<file path="src/rtl/regfile_wb_arbiter.sv">
// Register-file writeback arbiter: ALU results win each cycle, and load results wait in a small FIFO.
// Also provides a combinational bypass lookup of the youngest pending write for two read addresses.
module regfile_wb_arbiter #(
  parameter int DEPTH        = 4,
  parameter int STARVE_LIMIT = 8
) (
  input  logic                     clk,
  input  logic                     rst,
  input  logic                     alu_valid,
  input  logic [4:0]               alu_rd,
  input  logic [31:0]              alu_data,
  input  logic                     ld_valid,
  output logic                     ld_ready,
  input  logic [4:0]               ld_rd,
  input  logic [31:0]              ld_data,
  output logic                     alu_stall,
  output logic [$clog2(DEPTH):0]   ld_count,
  output logic                     RegWrite,
  output logic [4:0]               A3,
  output logic [31:0]              WD3,
  input  logic [4:0]               fwd_a1,
  input  logic [4:0]               fwd_a2,
  output logic                     fwd_hit1,
  output logic                     fwd_hit2,
  output logic [31:0]              fwd_data1,
  output logic [31:0]              fwd_data2
);
  localparam int AW = $clog2(DEPTH);
  localparam int CW = AW + 1;
  localparam int SW = $clog2(STARVE_LIMIT) + 1;
  localparam logic [CW-1:0] FULL_CNT = CW'(DEPTH);
  localparam logic [SW-1:0] LIM_M1   = SW'(STARVE_LIMIT - 1);

  logic [4:0]       rd_q   [DEPTH];
  logic [4:0]       rd_d   [DEPTH];
  logic [31:0]      data_q [DEPTH];
  logic [31:0]      data_d [DEPTH];
  logic [DEPTH-1:0] live_q, live_d;
  logic [AW-1:0]    wr_ptr_q, wr_ptr_d, rd_ptr_q, rd_ptr_d;
  logic [CW-1:0]    cnt_q, cnt_d;
  logic [SW-1:0]    starve_q, starve_d;
  logic             stall_q, stall_d;
  logic             we_q, we_d;
  logic [4:0]       a3_q, a3_d;
  logic [31:0]      wd3_q, wd3_d;

  logic alu_wr, empty, full, push, pop;

  assign empty    = (cnt_q == '0);
  assign full     = (cnt_q == FULL_CNT);
  assign ld_ready = rst & ~full;
  assign alu_wr   = alu_valid & (alu_rd != 5'd0);
  // A load racing an ALU write to the same rd is older and would be killed at once, so it is dropped here.
  assign push     = ld_valid & ld_ready & (ld_rd != 5'd0) & ~(alu_wr & (ld_rd == alu_rd));
  assign pop      = ~alu_wr & ~empty;

  always_comb begin
    rd_d     = rd_q;
    data_d   = data_q;
    live_d   = live_q;
    wr_ptr_d = wr_ptr_q;
    rd_ptr_d = rd_ptr_q;
    we_d     = 1'b0;
    a3_d     = a3_q;
    wd3_d    = wd3_q;

    if (alu_wr) begin
      for (int j = 0; j < DEPTH; j++)
        if (rd_q[j] == alu_rd) live_d[j] = 1'b0;
      we_d  = 1'b1;
      a3_d  = alu_rd;
      wd3_d = alu_data;
    end else if (pop && live_q[rd_ptr_q]) begin
      we_d  = 1'b1;
      a3_d  = rd_q[rd_ptr_q];
      wd3_d = data_q[rd_ptr_q];
    end

    if (pop) begin
      live_d[rd_ptr_q] = 1'b0;
      rd_ptr_d         = rd_ptr_q + 1'b1;
    end
    if (push) begin
      rd_d[wr_ptr_q]   = ld_rd;
      data_d[wr_ptr_q] = ld_data;
      live_d[wr_ptr_q] = 1'b1;
      wr_ptr_d         = wr_ptr_q + 1'b1;
    end

    cnt_d = cnt_q + CW'(push) - CW'(pop);

    // Saturating wait counter; only its comparison against the limit matters.
    if (empty || pop)         starve_d = '0;
    else if (starve_q < LIM_M1) starve_d = starve_q + 1'b1;
    else                      starve_d = starve_q;
    stall_d = (starve_q >= LIM_M1) & ~empty;
  end

  always_ff @(posedge clk) begin
    if (!rst) begin
      live_q   <= '0;
      wr_ptr_q <= '0;
      rd_ptr_q <= '0;
      cnt_q    <= '0;
      starve_q <= '0;
      stall_q  <= 1'b0;
      we_q     <= 1'b0;
      a3_q     <= 5'd0;
      wd3_q    <= 32'd0;
    end else begin
      live_q   <= live_d;
      wr_ptr_q <= wr_ptr_d;
      rd_ptr_q <= rd_ptr_d;
      cnt_q    <= cnt_d;
      starve_q <= starve_d;
      stall_q  <= stall_d;
      we_q     <= we_d;
      a3_q     <= a3_d;
      wd3_q    <= wd3_d;
    end
  end

  always_ff @(posedge clk) begin
    rd_q   <= rd_d;
    data_q <= data_d;
  end

  assign alu_stall = stall_q;
  assign ld_count  = cnt_q;
  assign RegWrite  = we_q;
  assign A3        = a3_q;
  assign WD3       = wd3_q;

  // Lowest priority is applied first so that younger sources overwrite older matches.
  function automatic logic [32:0] lookup(input logic [4:0] a);
    logic          hit;
    logic [31:0]   d;
    logic [AW-1:0] idx;
    hit = 1'b0;
    d   = 32'd0;
    if (a != 5'd0) begin
      if (we_q && (a3_q == a)) begin
        hit = 1'b1;
        d   = wd3_q;
      end
      for (int i = 0; i < DEPTH; i++) begin
        idx = rd_ptr_q + AW'(i);
        if ((CW'(i) < cnt_q) && live_q[idx] && (rd_q[idx] == a)) begin
          hit = 1'b1;
          d   = data_q[idx];
        end
      end
      if (alu_valid && (alu_rd == a)) begin
        hit = 1'b1;
        d   = alu_data;
      end
    end
    return {hit, d};
  endfunction

  assign {fwd_hit1, fwd_data1} = lookup(fwd_a1);
  assign {fwd_hit2, fwd_data2} = lookup(fwd_a2);
endmodule

</file>
<file path="config.mk">
export PLATFORM = sky130hd
export DESIGN_NAME = regfile_wb_arbiter
export DESIGN_NICKNAME = d
export VERILOG_FILES = /design/src/rtl/regfile_wb_arbiter.sv
export SDC_FILE = /design/constraint.sdc
export NUM_CORES = 1
export LEC_CHECK = 0
export CORE_UTILIZATION = 40
export DETAILED_ROUTE_END_ITERATION = 12
export MAX_ROUTING_LAYER = met4
export PLACE_DENSITY = 0.71
export REMOVE_ABC_BUFFERS = 1
export SYNTH_ARGS = -nofsm -noshare
export SYNTH_HDL_FRONTEND = slang
export SYNTH_SLANG_ARGS = --single-unit
</file>
<file path="constraint.sdc">
create_clock -name clk -period 6.8 [get_ports clk]
set_input_delay 1.36 -clock clk [delete_from_list [all_inputs] [get_ports clk]]
set_output_delay 1.36 -clock clk [all_outputs]
set_load 0.005 [all_outputs]
</file>
==> flow_summary.yaml, run 1 <==
setup_path:
  cp.required_ns: 5.44
  worstPathCellList: "buf_12 > mux4_2 > xor2_1 > nor4_4 > and2_1 > buf_4 > buf_4 > a221oi_1 > a2bb2oi_1 > o21ai_1 > clkdlybuf4s50_1"
  critPathMaxStageDelay_ns: 0.75
  r2r_start: "ld_count[0]$_SDFF_PN0_"
  startpoint_type: "flip-flop"
  cp-end-kind: "primary output"
  arrival_ns: 5.19
  critPathMostFrequentCell: "buf_4"
  crit_family: "buffers and inverters"
  cp_max_fo: 156
  timing.reg2reg.setup_slack_ns: 3.90
  critical_path_buf_inv_count: 4
  cp_slowest_cell: "buf_12"
  cp-startpoint: "rd_ptr_q[0]$_SDFFE_PN0N_"
  path_class: "reg -> out"
logic_synthesis:
  synth_top_area_share: 0.2872
  netlist_top_cells_count: "mux4_2 (151), edfxtp_1 (148), nand2_1 (147)"
  seq_area_frac_synth: 0.3571
  yosysMostFrequentCell: "mux4_2"
  async_flop_share: 0
  synth_area_per_cell_um2: 11.02
  ys_seq_elements: 202
  synth_flop_cell: "edfxtp_1"
  synth_top_area_cell: "edfxtp_1"
  yosys-top-cells-area: "edfxtp_1 (29%), mux4_2 (22%), dfxtp_1 (7.0%), nand2_1 (3.6%), nor2_1 (3.2%)"
  synth_area_mm2: 0.01547
  synth_cells: 1404
  synth.distinct_cells: 61
  ys_warn_count: 0
  synth_edf_count: 148
die:
  std_cell_rows: 71
  die_h_um: 198.7
  ios: 197
  die_w_um: 198.7
  die-area_mm2: 0.03947
  fp.coreArea_mm2: 0.03784
  initial_core_util: 0.4088
cts:
  cts_buffer_depth: 3
  insertion_delay_ns: 0.53
  postCtsSetupRepairBufs: 0
  numCtsBuffers: 24
  clkTransAtPathRegs_ns: 0.06
  cts_tree: "yes"
  cts_root_buffer: "clkbuf_16"
  clock-sinks: 202
  cts_max_level: 1
  ctsResizeCount: 0
  hold_buffers: 0
route:
  drt-initial-drc-count: 1629
  vias: 13330
  drt_wl_total_mm: 51.68
  antenna_left: 0
  remaining_drc_errors: 0
  firstDrtPassIters: 6
  avgViaCountPerCell: 6.471
  wl_per_cell_um: 25.08
pwr:
  p_clk_frac: 0.249
  p_leak_nw: 6.442
  power_mw: 4.829
  p_int_mw: 3.163
  vdd_drop_max_mv: 0.2214
  switching_share: 0.3450
  combPwrFrac: 0.439
  netSwitchingPower_mw: 1.666
  power_frac_seq: 0.312
  power_density_mw_per_mm2: 258.6
global_route:
  grt_antenna_before_repair: 3
  grt_max_degree: 157
  grt_pass1_vias: 12890
  globalRouteOverflowTotal: 0
  track_usage: 0.2677
  grt_pass1_wl_mm: 77.54
placed_design:
  place_hpwl_mm: 34.27
  place_congestion: 0.9443
  port_buffers: 196
flow_run:
  max_cap_viol_count: 0
sta:
  post-route-period-util: 0.9636
  min_period_ns: 6.552
  fin_worst_skew_ns: 0.02159
  max_freq_ghz: 0.1526
  setup_viol_count_final: 0
  tightest_slew_ns: 1.215
  hold_viol_final: 0
  slew_violations: 0
  maxSlewHeadroom: 0.1895
  hold-worst-slack_ns: 0.4805
  rsz0062_at_grt: "no"
hold_path:
  min_from: "starve_q[3]$_SDFFE_PP0N_"
  hold_path_class: "reg -> reg"
finish:
  drive_gt1_frac: 0.1767
  final.fill_count: 3405
  num-nets-final: 1630
  syn_to_final_growth_pct: 20.72
status:
  status: "completed"
-- layout make-up --
type | count | area, um2 | area share
Tap cell | 511 | 639.4 | 0.03423
Sequential cell | 202 | 5533 | 0.2962
Clock buffer | 33 | 665.6 | 0.03564
Clock inverter | 10 | 53.80 | 0.002880
Multi-Input combinational cell | 1033 | 9284 | 0.4971
Inverter | 16 | 60.06 | 0.003215
Timing Repair Buffer | 251 | 2432 | 0.1302
Antenna cell | 4 | 10.01 | 0.0005359
-- power groups by stage --
stage                     logic (mW)  clock network (mW)  registers, mW
final                           2.12                1.20           1.51
after global routing            2.27                1.26           1.52
after CTS                       2.12                1.22           1.50
after detailed placement        2.10                   0           1.53
after global placement          2.08                   0           1.53
after floorplan                 1.56                   0           1.69
-- through the flow --
step	cells	util	TNS (ns)	setup slack (ns)	instance area, um2
after detailed placement	2013	0.4743	0	0.5698	17950
final	2060	0.4936	0	0.2476	18680
after global placement	2013	0.4743	0	0.5814	17950
after global routing	2059	0.4935	0	0.04070	18680
after CTS	2056	0.4933	0	0.2387	18670
after floorplan	1251	-	-421.18	-5.872	14800
-- worst reg2reg max path, cell delays in order, from the launching register on --
cell and delay [ns]:
dfxtp_1 0.38, nor2_1 0.08, a21boi_0 0.33, o211ai_1 0.15, nor2_1 0.38, and2_2 0.89, buf_4 0.39
-- registers in the layout, indices dropped and copies added, names as in the netlist --
register   count
RegWrite       1
rd_q          20
A3             5
live_q         4
data_q       128
ld_count       3
rd_ptr_q       2
alu_stall      1
starve_q       4
wr_ptr_q       2
WD3           32
-- cells by family (layout without fill, tap and decap cells) --
kind of cell,Yosys count,after routing,share of synthesized area
simple gates,426,426,0.1254
compound gates,315,315,0.1635
flops,202,202,0.3571
mux,190,190,0.2451
buf+inv,169,310,0.04723
xor+xnor,88,88,0.04981
fa+ha+maj,14,14,0.01181
other cells,0,4,0
-- placed cells by master, fill, tap and decap left out, drive strengths merged, types with 6 or more instances in the layout --
cell,n
a2bb2oi,13
a211o,32
nand4,12
a21oi,17
and2,15
nand3,58
o21bai,14
o211a,39
xor2,34
a31oi,36
dfxtp,54
nor2,130
mux2i,38
ha,13
nor3,12
a311o,43
nor4,14
edfxtp,148
a221o,6
mux4,151
nand4b,7
nand2b,6
clkdlybuf4s50,195
o211ai,7
o21ai,42
inv,16
buf,56
a211oi,20
or3,9
a2111oi,7
a221oi,14
clkbuf,33
nand2,147
clkinv,9
xnor2,54
-- per-layer routing --
layer  wire length, um  share of wire  GRT usage  vias to the layer above
met4              1931          0.037     0.1094                        0
met5                 0              0          -                        -
met2             24580           0.48     0.4195                      846
met3              5640           0.11    0.05002                      145
met1             19520           0.38     0.3415                     6566
li1                  -              -          -                     5774
-- path summary, 6_finish.rpt --
check / cells past startpoint / endpoint
setup / recovery: 11 / fwd_data2[10]
hold / removal: 2 / starve_q[3]$_SDFFE_PP0N_
setup reg to reg: 6 / rd_q[4]$_DFFE_PP_
hold reg to reg: 2 / starve_q[3]$_SDFFE_PP0N_
(Power assumes the default switching activity.)
==> run 2: changes to the inputs <==
--- a/config.mk
+++ b/config.mk
@@ -5,10 +5,11 @@
 export SDC_FILE = /design/constraint.sdc
 export NUM_CORES = 1
 export LEC_CHECK = 0
-export CORE_UTILIZATION = 40
+export CORE_UTILIZATION = 41
 export DETAILED_ROUTE_END_ITERATION = 12
+export GPL_ROUTABILITY_DRIVEN = 1
 export MAX_ROUTING_LAYER = met4
-export PLACE_DENSITY = 0.71
+export PLACE_DENSITY = 0.72
 export REMOVE_ABC_BUFFERS = 1
 export SYNTH_ARGS = -nofsm -noshare
 export SYNTH_HDL_FRONTEND = slang
==> run 2 against run 1 <==
Net effect:
- first-iteration DRC count up 0.80%
- sequential power about the same
- die area down 2.4%
- sequential cell count unchanged
- global-route usage up 1.1 points
- non-clock buffer count up 2
- total power up 3.9%
- critical path type unchanged
- largest power group unchanged
==> flow_summary.yaml, run 2 (synthesized netlist as in run 1, its figures left out) <==
status:
  status: "completed"
die:
  die_w_um: 196.3
  die_h_um: 196.3
  ios: 197
  initial_core_util: 0.4196
  fp.coreArea_mm2: 0.03687
  std_cell_rows: 70
  die-area_mm2: 0.03852
global_route:
  grt_pass1_wl_mm: 79.39
  grt_max_degree: 64
  globalRouteOverflowTotal: 0
  grt_pass1_vias: 13200
  grt_util_met2: 0.4250
  track_usage: 0.2788
  grt-busiest-layer: "met2"
  grt_use_met3: 0.05140
  met1_usage: 0.3596
  grt_antenna_before_repair: 3
cts:
  postCtsSetupRepairBufs: 0
  cts_tree: "yes"
  ctsResizeCount: 0
  clock-sinks: 202
  insertion_delay_ns: 0.54
  cts_buffer_depth: 3
  hold_buffers: 0
  cts_max_level: 1
  numCtsBuffers: 25
  cts_root_buffer: "clkbuf_16"
  clkTransAtPathRegs_ns: 0.06
setup_path:
  cp-end-kind: "primary output"
  cp.required_ns: 5.44
  path_class: "reg -> out"
  arrival_ns: 5.19
  startpoint_type: "flip-flop"
  critPathMaxStageDelay_ns: 0.69
  cp_max_fo: 33
  worstPathCellList: "inv_1 > ha_4 > mux4_2 > xnor2_1 > nand4_1 > or3_1 > buf_4 > o311ai_0 > a311oi_1 > clkdlybuf4s50_1"
  cp_slowest_cell: "ha_4"
pwr:
  power_density_mw_per_mm2: 266.2
  p_leak_nw: 6.513
  vdd_drop_max_mv: 0.1843
  power_mw: 5.016
route:
  firstDrtPassIters: 7
  drt_wl_total_mm: 53.11
  wl_per_cell_um: 25.82
  drt-initial-drc-count: 1642
  remaining_drc_errors: 0
  antenna_left: 0
  vias: 13630
  avgViaCountPerCell: 6.628
placed_design:
  port_buffers: 196
  place_congestion: 0.9283
  place_hpwl_mm: 35.30
finish:
  largest_reg_flops: 128
  drive_gt1_frac: 0.1787
  final.fill_count: 3169
  seq_area_mm2: 0.005533
  layout_commonest_cell: "clkdlybuf4s50_1"
  num-nets-final: 1633
  layout_common_cells: "clkdlybuf4s50_1 (195), mux4_2 (151), edfxtp_1 (148)"
  multi_input_area_mm2: 0.009275
  largest_register: "data_q"
  utilization: 0.5110
  syn_to_final_growth_pct: 21.77
sta:
  fin_worst_skew_ns: 0.02010
  post-route-period-util: 0.9638
  slew_violations: 0
  tightest_slew_ns: 1.090
  hold_viol_final: 0
  setup_viol_count_final: 0
  max_freq_ghz: 0.1526
  rsz0062_at_grt: "no"
  maxSlewHeadroom: 0.2734
  min_period_ns: 6.554
flow_run:
  max_cap_viol_count: 0
hold_path:
  hold_path_class: "reg -> reg"
[run 2: area by class of cell]
type                            instances  share of cell area
Clock inverter                          8            0.004848
Multi-Input combinational cell       1033              0.4923
Inverter                               16            0.003188
Antenna cell                            3           0.0003985
Clock buffer                           38             0.03958
Tap cell                              504             0.03347
Timing Repair Buffer                  253              0.1326
Sequential cell                       202              0.2937
[run 2: routing by layer]
metal  up-vias  wire, um
li1       5798         -
met1      6669     20080
met2      1002     24330
met3       165      6167
met4         0      2534
met5         -         0
[run 2: path summary, 6_finish.rpt]
kind / start / end / slack, ns / cells after the start
setup / recovery: rd_ptr_q[0]$_SDFFE_PN0N_ / fwd_data1[31] / 0.25 / 10
hold / removal: starve_q[3]$_SDFFE_PP0N_ / starve_q[3]$_SDFFE_PP0N_ / 0.48 / 2
setup reg to reg: rd_ptr_q[0]$_SDFFE_PN0N_ / WD3[30]$_SDFFE_PN0P_ / 3.93 / 6
hold reg to reg: starve_q[3]$_SDFFE_PP0N_ / starve_q[3]$_SDFFE_PP0N_ / 0.48 / 2
[run 2: stage by stage]
stage                     area (um2)  cells  hold slack, ns  setup TNS (ns)  setup WS (ns)
final                          18840   2057          0.4805               0         0.2460
after global routing           18840   2057          0.5219               0        0.07879
after CTS                      18830   2054          0.4854               0         0.3911
after detailed placement       18000   2008          0.4756               0         0.7696
after global placement         18000   2008          0.4534               0         0.7232
after floorplan                14800   1251          0.4433         -421.18         -5.872
[run 2: worst max-delay path, delay by kind of cell (launching register included)]
family / cells / cell delay (ns)
XOR/XNOR: 1 / 0.15
AND/OR/NAND/NOR: 2 / 0.26
buffers and inverters: 3 / 1.39
flip-flops: 1 / 0.51
adder cells (fa/ha/maj): 1 / 0.69
AO/OA/AOI/OAI: 2 / 0.98
multiplexers: 1 / 0.64
[run 2: power by group]
part           internal (mW)  switching [mW]  total, mW
combinational           1.07            1.07       2.13
sequential              1.42           0.113       1.53
clock                  0.828           0.525       1.35
total                   3.31            1.70       5.02
